[src/rtl/mul_result_packer.sv]
// Pairs multiplier result words into a word FIFO and frames each product
// as header, high word, low word on the RAH transmit write port.
module mul_result_packer #(
    parameter int         RAH_PACKET_WIDTH = 48,
    parameter int         DEPTH            = 8,
    parameter logic [7:0] APP_ID           = 8'h02
) (
    input  logic                        clk,
    input  logic                        rstn,
    input  logic [RAH_PACKET_WIDTH-1:0] in_data,
    input  logic                        in_wren,
    output logic [RAH_PACKET_WIDTH-1:0] wr_data,
    output logic                        wr_en,
    input  logic                        wr_full,
    output logic                        overflow,
    output logic [15:0]                 seq
);

    localparam int AW = $clog2(DEPTH);
    localparam int CW = $clog2(DEPTH + 1);

    typedef enum logic [1:0] {IDLE, HI, LO} state_t;

    logic [RAH_PACKET_WIDTH-1:0] mem [DEPTH];
    logic [AW-1:0]               wptr;
    logic [AW-1:0]               rptr;
    logic [CW-1:0]               count;
    logic                        phase;
    logic                        keep;
    state_t                      state;

    logic free_ok;
    logic push;
    logic pop;

    // Room for a whole pair is reserved when the high word arrives
    assign free_ok = (count <= CW'(DEPTH - 2));
    assign push    = in_wren & (phase ? keep : free_ok);
    assign pop     = (state != IDLE) & ~wr_full;

    function automatic logic [AW-1:0] bump(input logic [AW-1:0] p);
        return (p == AW'(DEPTH - 1)) ? '0 : p + AW'(1);
    endfunction

    always_ff @(posedge clk) begin
        if (push) mem[wptr] <= in_data;
    end

    always_ff @(posedge clk or negedge rstn) begin
        if (!rstn) begin
            phase    <= 1'b0;
            keep     <= 1'b0;
            overflow <= 1'b0;
            wptr     <= '0;
            rptr     <= '0;
            count    <= '0;
        end else begin
            if (in_wren) begin
                phase <= ~phase;
                if (!phase) begin
                    keep <= free_ok;
                    if (!free_ok) overflow <= 1'b1;
                end
            end
            if (push) wptr <= bump(wptr);
            if (pop)  rptr <= bump(rptr);
            if (push && !pop)      count <= count + CW'(1);
            else if (pop && !push) count <= count - CW'(1);
        end
    end

    always_ff @(posedge clk or negedge rstn) begin
        if (!rstn) begin
            state   <= IDLE;
            wr_en   <= 1'b0;
            wr_data <= '0;
            seq     <= '0;
        end else begin
            wr_en <= 1'b0;
            unique case (state)
                IDLE: begin
                    if (count >= CW'(2) && !wr_full) begin
                        wr_data <= {APP_ID, seq, 24'd2};
                        wr_en   <= 1'b1;
                        state   <= HI;
                    end
                end
                HI: begin
                    if (!wr_full) begin
                        wr_data <= mem[rptr];
                        wr_en   <= 1'b1;
                        state   <= LO;
                    end
                end
                LO: begin
                    if (!wr_full) begin
                        wr_data <= mem[rptr];
                        wr_en   <= 1'b1;
                        seq     <= seq + 16'd1;
                        state   <= IDLE;
                    end
                end
                default: state <= IDLE;
            endcase
        end
    end

endmodule

[config.mk]
export PLATFORM = sky130hd
export DESIGN_NAME = mul_result_packer
export DESIGN_NICKNAME = d
export VERILOG_FILES = /design/src/rtl/mul_result_packer.sv
export SDC_FILE = /design/constraint.sdc
export NUM_CORES = 1
export LEC_CHECK = 0
export CAP_MARGIN = 40
export CORE_MARGIN = 1
export CORE_UTILIZATION = 40
export DETAILED_ROUTE_END_ITERATION = 12
export HOLD_SLACK_MARGIN = 0.02
export SLEW_MARGIN = 30
export SYNTH_ARGS = -nofsm -noshare
export SYNTH_HDL_FRONTEND = slang
export SYNTH_SLANG_ARGS = --single-unit
[constraint.sdc]
create_clock -name clk -period 11.6 [get_ports clk]
set_input_delay 3.48 -clock clk [delete_from_list [all_inputs] [get_ports clk]]
set_output_delay 3.48 -clock clk [all_outputs]
set_load 0.02 [all_outputs]
==> results by group, run 1 <==
Status
  – Status: finished clean

Worst setup path
  – Crit-path slowest cell: nor3b_4
  – Worst reg2reg path endpoint: mem[6][8]$_DFFE_PP_
  – Endpoint class of the critical path: flip-flop
  – R2R cell count: 5
  – Largest fanout on the critical path: 37
  – Crit path DAT: about 5700 ps
  – Critical path cell sequence: clkdlybuf4s50_1 > nand3_1 > nor3b_4 > buf_4
  – Critical R2R Launch: count[1]$_DFFE_PN0P_
  – Critical path type: primary input to flip-flop
  – Critical Path Source Type: primary input
  – Largest stage delay on the critical path: slightly above 700 ps
  – WP data required: 11800 ps
  – Register-to-register setup slack: approximately 8600 ps

Yosys
  – YS warnings: 0
  – Most frequent cells after synthesis: 384 x edfxtp_1, 96 x mux4_2, 80 x dfrtp_1
  – Top post-synthesis cells by area: edfxtp_1 65%, mux4_2 12%, dfrtp_1 11%
  – Mapped Cells: ~880
  – Post-synth top area share: between 60% and 70%
  – Post-synthesis sequential area ratio: between 70% and 80%
  – Number of flops mapped to enable cells by yosys: around 380
  – Syn Area/Cell: 20.09 um^2
  – Post-synthesis register bit count: 464
  – Mapped Area: between 15000 and 20000 um^2
  – FFs w/ async S/R, synth: ~17%
  – Leading cell type by number of instances after synthesis: edfxtp_1
  – Synth Net Count: 950
  – Leading area contributor after synthesis: edfxtp_1
  – Top FF cell, synth: edfxtp_1
  – Distinct cells, synth: 43

Timing
  – Pins Over Slew Limit: 0
  – Clk_skew: roughly 16 ps
  – Final Hold Viols: 0
  – Worst-Margin Slew: 788.5 ps
  – WHS: 464.3 ps
  – Fin Setup TNS: 0 ps
  – Final setup viols: 0
  – Final worst-path cycle share: ~48%
  – Final worst path period need: roughly 5500 ps
  – Slew headroom: a little under half
  – Worst setup margin: between 6000 and 7000 ps
  – Unrepaired setup endpoints after global routing: false
  – Fmax: approximately 180 MHz

Drt
  – Vias per cell: approximately 5.2
  – Via count: 8627
  – Routed WL: around 36000 um
  – Initial DRC count: approximately 700
  – DR WL/cell: about 22 um
  – DRC Markers: 0
  – Routed Antenna Nets: 0
  – TritonRoute pass-1 iters: 5

Floorplanning
  – Die X: around 210 um
  – I/O Pins: approximately 120
  – Rows: between 70 and 80
  – Die ar.: 45250 um^2
  – Starting Density: 40.88%
  – Core footprint: between 40000 and 50000 um^2
  – DIE HEIGHT: about 210 um

Finish
  – FILL cells: between 3k and 4k
  – Inserted Diodes: 0
  – Layout Area Growth over Synthesis: 20.22%
  – Final core utilization: between 40% and 50%
  – Layout cell share with drive strength beyond 1: a little over 20%
  – Final net count: 1097

Place
  – Port Buffers: roughly 120
  – Detailed placement HPWL: 19680 um
  – Gpl congestion: between 0.7 and 0.8
  – DP Worst Slack: approximately 5400 ps

Hold path
  – Hold Path Origin: wr_data[10]$_DFFE_PN0P_
  – Hold Path Depth: 2
  – Hold EP: wr_data[10]$_DFFE_PN0P_
  – Worst Hold Class: flip-flop to flip-flop

Power and ir drop
  – LEAKAGE: 0.007360 uW
  – Maximum vdd drop: between 0.0001 and 0.00015 V
  – Pwr Density: 242.5 nW/um^2

GRT
  – Initial antenna violation count: 3
  – Grt ovf: 0
  – All-Layer GR Usage: about 17%
  – Global-route wire length before repair: roughly 55000 um
  – Vias in the first global route: around 9k
  – Largest net degree at the start of global routing: 68

Clock tree
  – Clk_lat worst skew: between 500 and 600 ps
  – Clk root buf: clkbuf_16
  – Post-CTS sizing: 0
  – Htree depth: 2
  – Total CTS buffers: 47
  – Clock Sink Count: 464
  – Register clock-pin slew on the reported worst setup and hold paths: around 60 ps
  – TritonCTS clock tree: done
  – Post-CTS Setup Bufs: 0
  – Post-CTS Hold Buffers: 0
  – Max Root-Sink Buffers: 3

Run
  – Max-cap viol count: 0
[per-stage QoR]
step           instance area (um^2)  total power [uW]  std cells
2_1_floorplan                 17760              3232        884
3_3_place_gp                  19650              3670       1561
3_5_place_dp                  19730              3715       1564
4_1_cts                       21290              5247       1650
5_1_grt                       21360              5450       1653
6_report                      21360              5178       1653
[where the power goes]
group	internal, uW	switching, uW
Combinational	692	744
Clock	895	624
Sequential	2060	163
Total	3650	1530
[state kept, by name (all words and copies together), names as in the netlist]
signal and flops:
seq 16, overflow 1, phase 1, count 4, state 2, wr_en 1, wptr 3, keep 1
rptr 3, mem 384, wr_data 48
[layer usage]
metal / global-route usage [%] / part of all wire, % / vias up
li1: - / - / 3861
met4: 4.986 / 1.8 / 4
met5: 0 / 0.075 / -
met1: 23.03 / 45 / 4481
met2: 26.93 / 48 / 231
met3: 2.809 / 5.1 / 50
[cell type report]
class / instances / area [um^2] / area share (%)
multi-input combinational: 368 / 4058 / 19.00
inverter: 10 / 37.54 / 0.1758
clock inverter: 22 / 266.5 / 1.248
sequential: 464 / 13540 / 63.41
clock buffer: 64 / 1290 / 6.041
tap: 585 / 732.0 / 3.427
timing repair buffer: 140 / 1430 / 6.697
[worst max-delay path by stage]
stage	from	endpoint	slack (ps)	cells after the start
final	in_wren	mem[6][8]$_DFFE_PP_	6080	4
after global routing	in_wren	mem[6][0]$_DFFE_PP_	5920	4
after CTS	in_wren	mem[6][6]$_DFFE_PP_	6040	4
after detailed placement	in_wren	mem[6][7]$_DFFE_PP_	5430	4
after global placement	in_wren	mem[6][7]$_DFFE_PP_	5210	4
after floorplan	in_wren	mem[2][0]$_DFFE_PP_	2420	2
[cells in the final DEF (no fill, tap or decap), types with 2 or more instances in the layout]
master / Yosys / final
o21ai_0: 2 / 2
clkinv_1: 0 / 4
buf_4: 0 / 17
nand2_1: 76 / 76
clkbuf_16: 0 / 47
inv_1: 10 / 10
nor3_1: 14 / 11
bufinv_16: 0 / 5
clkbuf_1: 10 / 12
dfrtp_1: 80 / 77
nor3_2: 0 / 2
dfrtp_4: 0 / 2
xor2_1: 9 / 9
nor4b_2: 1 / 3
a22oi_1: 32 / 32
mux2i_1: 17 / 17
clkinvlp_4: 0 / 4
buf_12: 0 / 3
buf_16: 0 / 2
nor2_1: 23 / 22
nand4_1: 3 / 3
or3_1: 2 / 2
mux2_2: 12 / 12
ha_1: 13 / 13
o311ai_0: 2 / 2
a211oi_1: 14 / 14
a21o_1: 16 / 16
nor3b_4: 0 / 2
xnor2_1: 9 / 9
clkbuf_8: 0 / 5
clkdlybuf4s50_1: 0 / 116
clkinv_4: 0 / 2
nand3_1: 4 / 4
mux4_2: 96 / 96
edfxtp_1: 384 / 384
a21oi_1: 3 / 3
clkinv_2: 0 / 5
[kinds of logic (layout without fill, tap and decap cells)]
kind of cell	Yosys count	count (layout)	share of synthesized area, %
flip-flops	464	464	76.19
AND/OR/NAND/NOR	136	136	3.466
multiplexers	125	125	13.89
AO/OA/AOI/OAI	75	75	3.177
buffers and inverters	52	236	1.366
XOR/XNOR	18	18	0.8876
adder cells (fa/ha/maj)	14	14	1.028
[worst max-delay path, delay by kind of cell]
kind                   cells  cell delay [ps]
buffers and inverters      2             1190
AND/OR/NAND/NOR            2             1000
Power figures use the tool's default switching activity.
==> run 2: changes to the inputs <==
clock period = 5.1 ns   (was 11.6 ns; I/O delays follow)
==> run 2 against run 1 <==
  * Combinational power up 130%
  * Final area up 0.38%
  * Power up 130%
  * Worst hold slack better by 8.2 ps
  * Wire length about the same
  * Global-route usage down 0.20 points
  * Cell count up 0.18%
==> results by group, run 2 (same netlist as run 1, synthesis figures left out) <==
Place
  – Gpl congestion: 0.7310 (was 0.7456)
  – Detailed placement HPWL: 19950 um (was 19680 um)
  – Port Buffers: 117 (unchanged)
  – Placed Instance Area: 19820 um^2 (was 19730 um^2)

Floorplanning
  – Die ar.: 45250 um^2 (unchanged)
  – Die X: 212.7 um (unchanged)
  – DIE HEIGHT: 212.7 um (unchanged)
  – I/O Pins: 118 (unchanged)
  – Starting Density: 40.88% (unchanged)
  – Core footprint: 43460 um^2 (unchanged)
  – Rows: 76 (unchanged)

Clock tree
  – Register clock-pin slew on the reported worst setup and hold paths: 60 ps (about the same)
  – Clk_lat worst skew: 560 ps (was 570 ps)
  – Max Root-Sink Buffers: 3 (unchanged)
  – Clock Sink Count: 464 (unchanged)
  – Htree depth: 2 (unchanged)
  – Post-CTS sizing: 0 (unchanged)
  – Clk root buf: clkbuf_16 (unchanged)
  – Total CTS buffers: 47 (unchanged)
  – Post-CTS Hold Buffers: 0 (unchanged)
  – Post-CTS Setup Bufs: 0 (unchanged)
  – TritonCTS clock tree: done (unchanged)

Timing
  – Final Hold Viols: 0 (unchanged)
  – Slew headroom: 43.19% (was 47.43%)
  – Worst-Margin Slew: 852.2 ps (was 788.5 ps)
  – WHS: 472.6 ps (was 464.3 ps)
  – Clk_skew: 16.64 ps (was 15.74 ps)
  – Fin Setup TNS: 0 ps (unchanged)
  – Fmax: ~280 MHz
  – Pins Over Slew Limit: 0 (unchanged)
  – Final worst-path cycle share: between 60% and 70%
  – Final setup viols: 0 (unchanged)
  – Final worst path period need: between 3000 and 4000 ps
  – Unrepaired setup endpoints after global routing: false (unchanged)

Worst setup path
  – Crit-path leading delay family: buffers and inverters (unchanged)
  – Largest stage delay on the critical path: 480 ps (was 720 ps)
  – Crit-path slowest cell: clkdlybuf4s50_1 (was nor3b_4)
  – Critical path cell sequence: clkdlybuf4s50_1 > nand2_1 > inv_1 > ha_1 > inv_1 > ha_1 > a21o_1 > a2111oi_0 > o31ai_1 (was clkdlybuf4s50_1 > nand3_1 > nor3b_4 > buf_4)
  – Critical Path Source Type: primary input (unchanged)
  – CP Buf/Inv Count: 3 (was 2)
  – Largest fanout on the critical path: 5 (was 37)
  – WP data required: 5520 ps (was 11800 ps)
  – Critical path type: primary input to flip-flop (unchanged)
  – Crit path DAT: 3980 ps (was 5720 ps)
  – Endpoint class of the critical path: flip-flop (unchanged)

Power and ir drop
  – Pwr Density: 552.9 nW/um^2 (was 242.5 nW/um^2)
  – LEAKAGE: 0.007415 uW (was 0.007360 uW)
  – Maximum vdd drop: 0.0002444 V (was 0.0001296 V)

Drt
  – Routed Antenna Nets: 0 (unchanged)
  – Routed WL: 35870 um (was 35860 um)
  – TritonRoute pass-1 iters: 5 (unchanged)
  – DRC Markers: 0 (unchanged)
  – Vias per cell: 5.189 (was 5.219)
  – Via count: 8593 (was 8627)
  – DR WL/cell: 21.66 um (was 21.69 um)
  – Initial DRC count: 638 (was 698)

Run
  – Max-cap viol count: 0 (unchanged)

GRT
  – Global-route wire length before repair: 54510 um (was 55070 um)
  – Grt ovf: 0 (unchanged)
  – Initial antenna violation count: 4 (was 3)
  – Largest net degree at the start of global routing: 70 (was 68)
  – All-Layer GR Usage: 16.39% (was 16.59%)
  – Vias in the first global route: 8980 (was 9064)

Hold path
  – Worst Hold Class: flip-flop to flip-flop (unchanged)

Finish
  – Most frequent cells in the layout: 384 x edfxtp_1, 116 x clkdlybuf4s50_1, 96 x mux4_2 (unchanged)
  – Final net count: 1099 (was 1097)
  – Post-route cell area: 21440 um^2 (was 21360 um^2)
  – Largest reg by FF count: mem (unchanged)
  – Layout cell share with drive strength beyond 1: 20.75% (was 20.41%)
  – Commonest non-fill, non-tap cell in the layout: edfxtp_1 (unchanged)
  – Number of flip-flops under the largest register name: 384 (unchanged)
  – Largest registers: mem (384), wr_data (48), seq (16) (unchanged)
  – Layout Area Growth over Synthesis: 20.67% (was 20.22%)

Status
  – Status: finished clean (unchanged)
==> run 2: changes by cell type in the layout (fill, tap and decap cells not counted), sizes merged <==
cell / change
clkinv: +5
buf: +1
inv: -1
diode: +1
clkinvlp: -2
clkbuf: -1
==> run 2: area by class of cell <==
| cell class | instances | area [um^2] |
|---|---|---|
| diodes | 1 | 2.502 |
| clock buffers | 62 | 1313 |
| clock inverters | 24 | 245.2 |
| fillers | 3593 | 22020 |
| inverters | 10 | 37.54 |
| multi-input cells | 368 | 4096 |
| flip-flops and latches | 464 | 13540 |
| well taps | 585 | 732.0 |
| repair buffers | 142 | 1468 |
==> run 2: power breakdown <==
| part | internal [uW] | switching [uW] | total, uW |
|---|---|---|---|
| Clock | 2060 | 1390 | 3450 |
| Combinational | 1630 | 1700 | 3330 |
| Sequential | 4690 | 389 | 5070 |
==> run 2: worst min-delay path: stages, from the launching register on <==
cell	delay, ps
dfrtp_1	340
nand2_1	50
nand2_1	50
==> run 2: routing by layer <==
metal	track usage (%)	share of wire (%)
met1	23.38	45
met2	25.73	47
met5	0	0.095
met4	4.465	1.7
met3	3.309	5.5
==> run 2: path summary, 6_finish.rpt <==
path	cells past startpoint	slack, ps	to	from
setup / recovery	9	1540	count[3]$_DFFE_PN0P_	in_wren
hold / removal	2	470	wr_data[6]$_DFFE_PN0P_	wr_data[6]$_DFFE_PN0P_
setup reg to reg	10	2040	count[3]$_DFFE_PN0P_	count[1]$_DFFE_PN0P_
hold reg to reg	2	470	wr_data[6]$_DFFE_PN0P_	wr_data[6]$_DFFE_PN0P_
max in group asynchronous	2	3440	wr_data[8]$_DFFE_PN0P_	rstn
min in group asynchronous	1	1010	overflow$_DFFE_PN0P_	rstn
==> run 2: metrics by stage <==
stage               util (%)  instances  total power (uW)  worst slack [ps]
floorplan                  -        884              7345             223.9
global placement       45.53       1565              8412              1045
global route           49.33       1656             12450              1382
CTS                    49.20       1653             11970              1540
detailed placement     45.62       1567              8506             952.5
finish                 49.33       1656             11850              1539
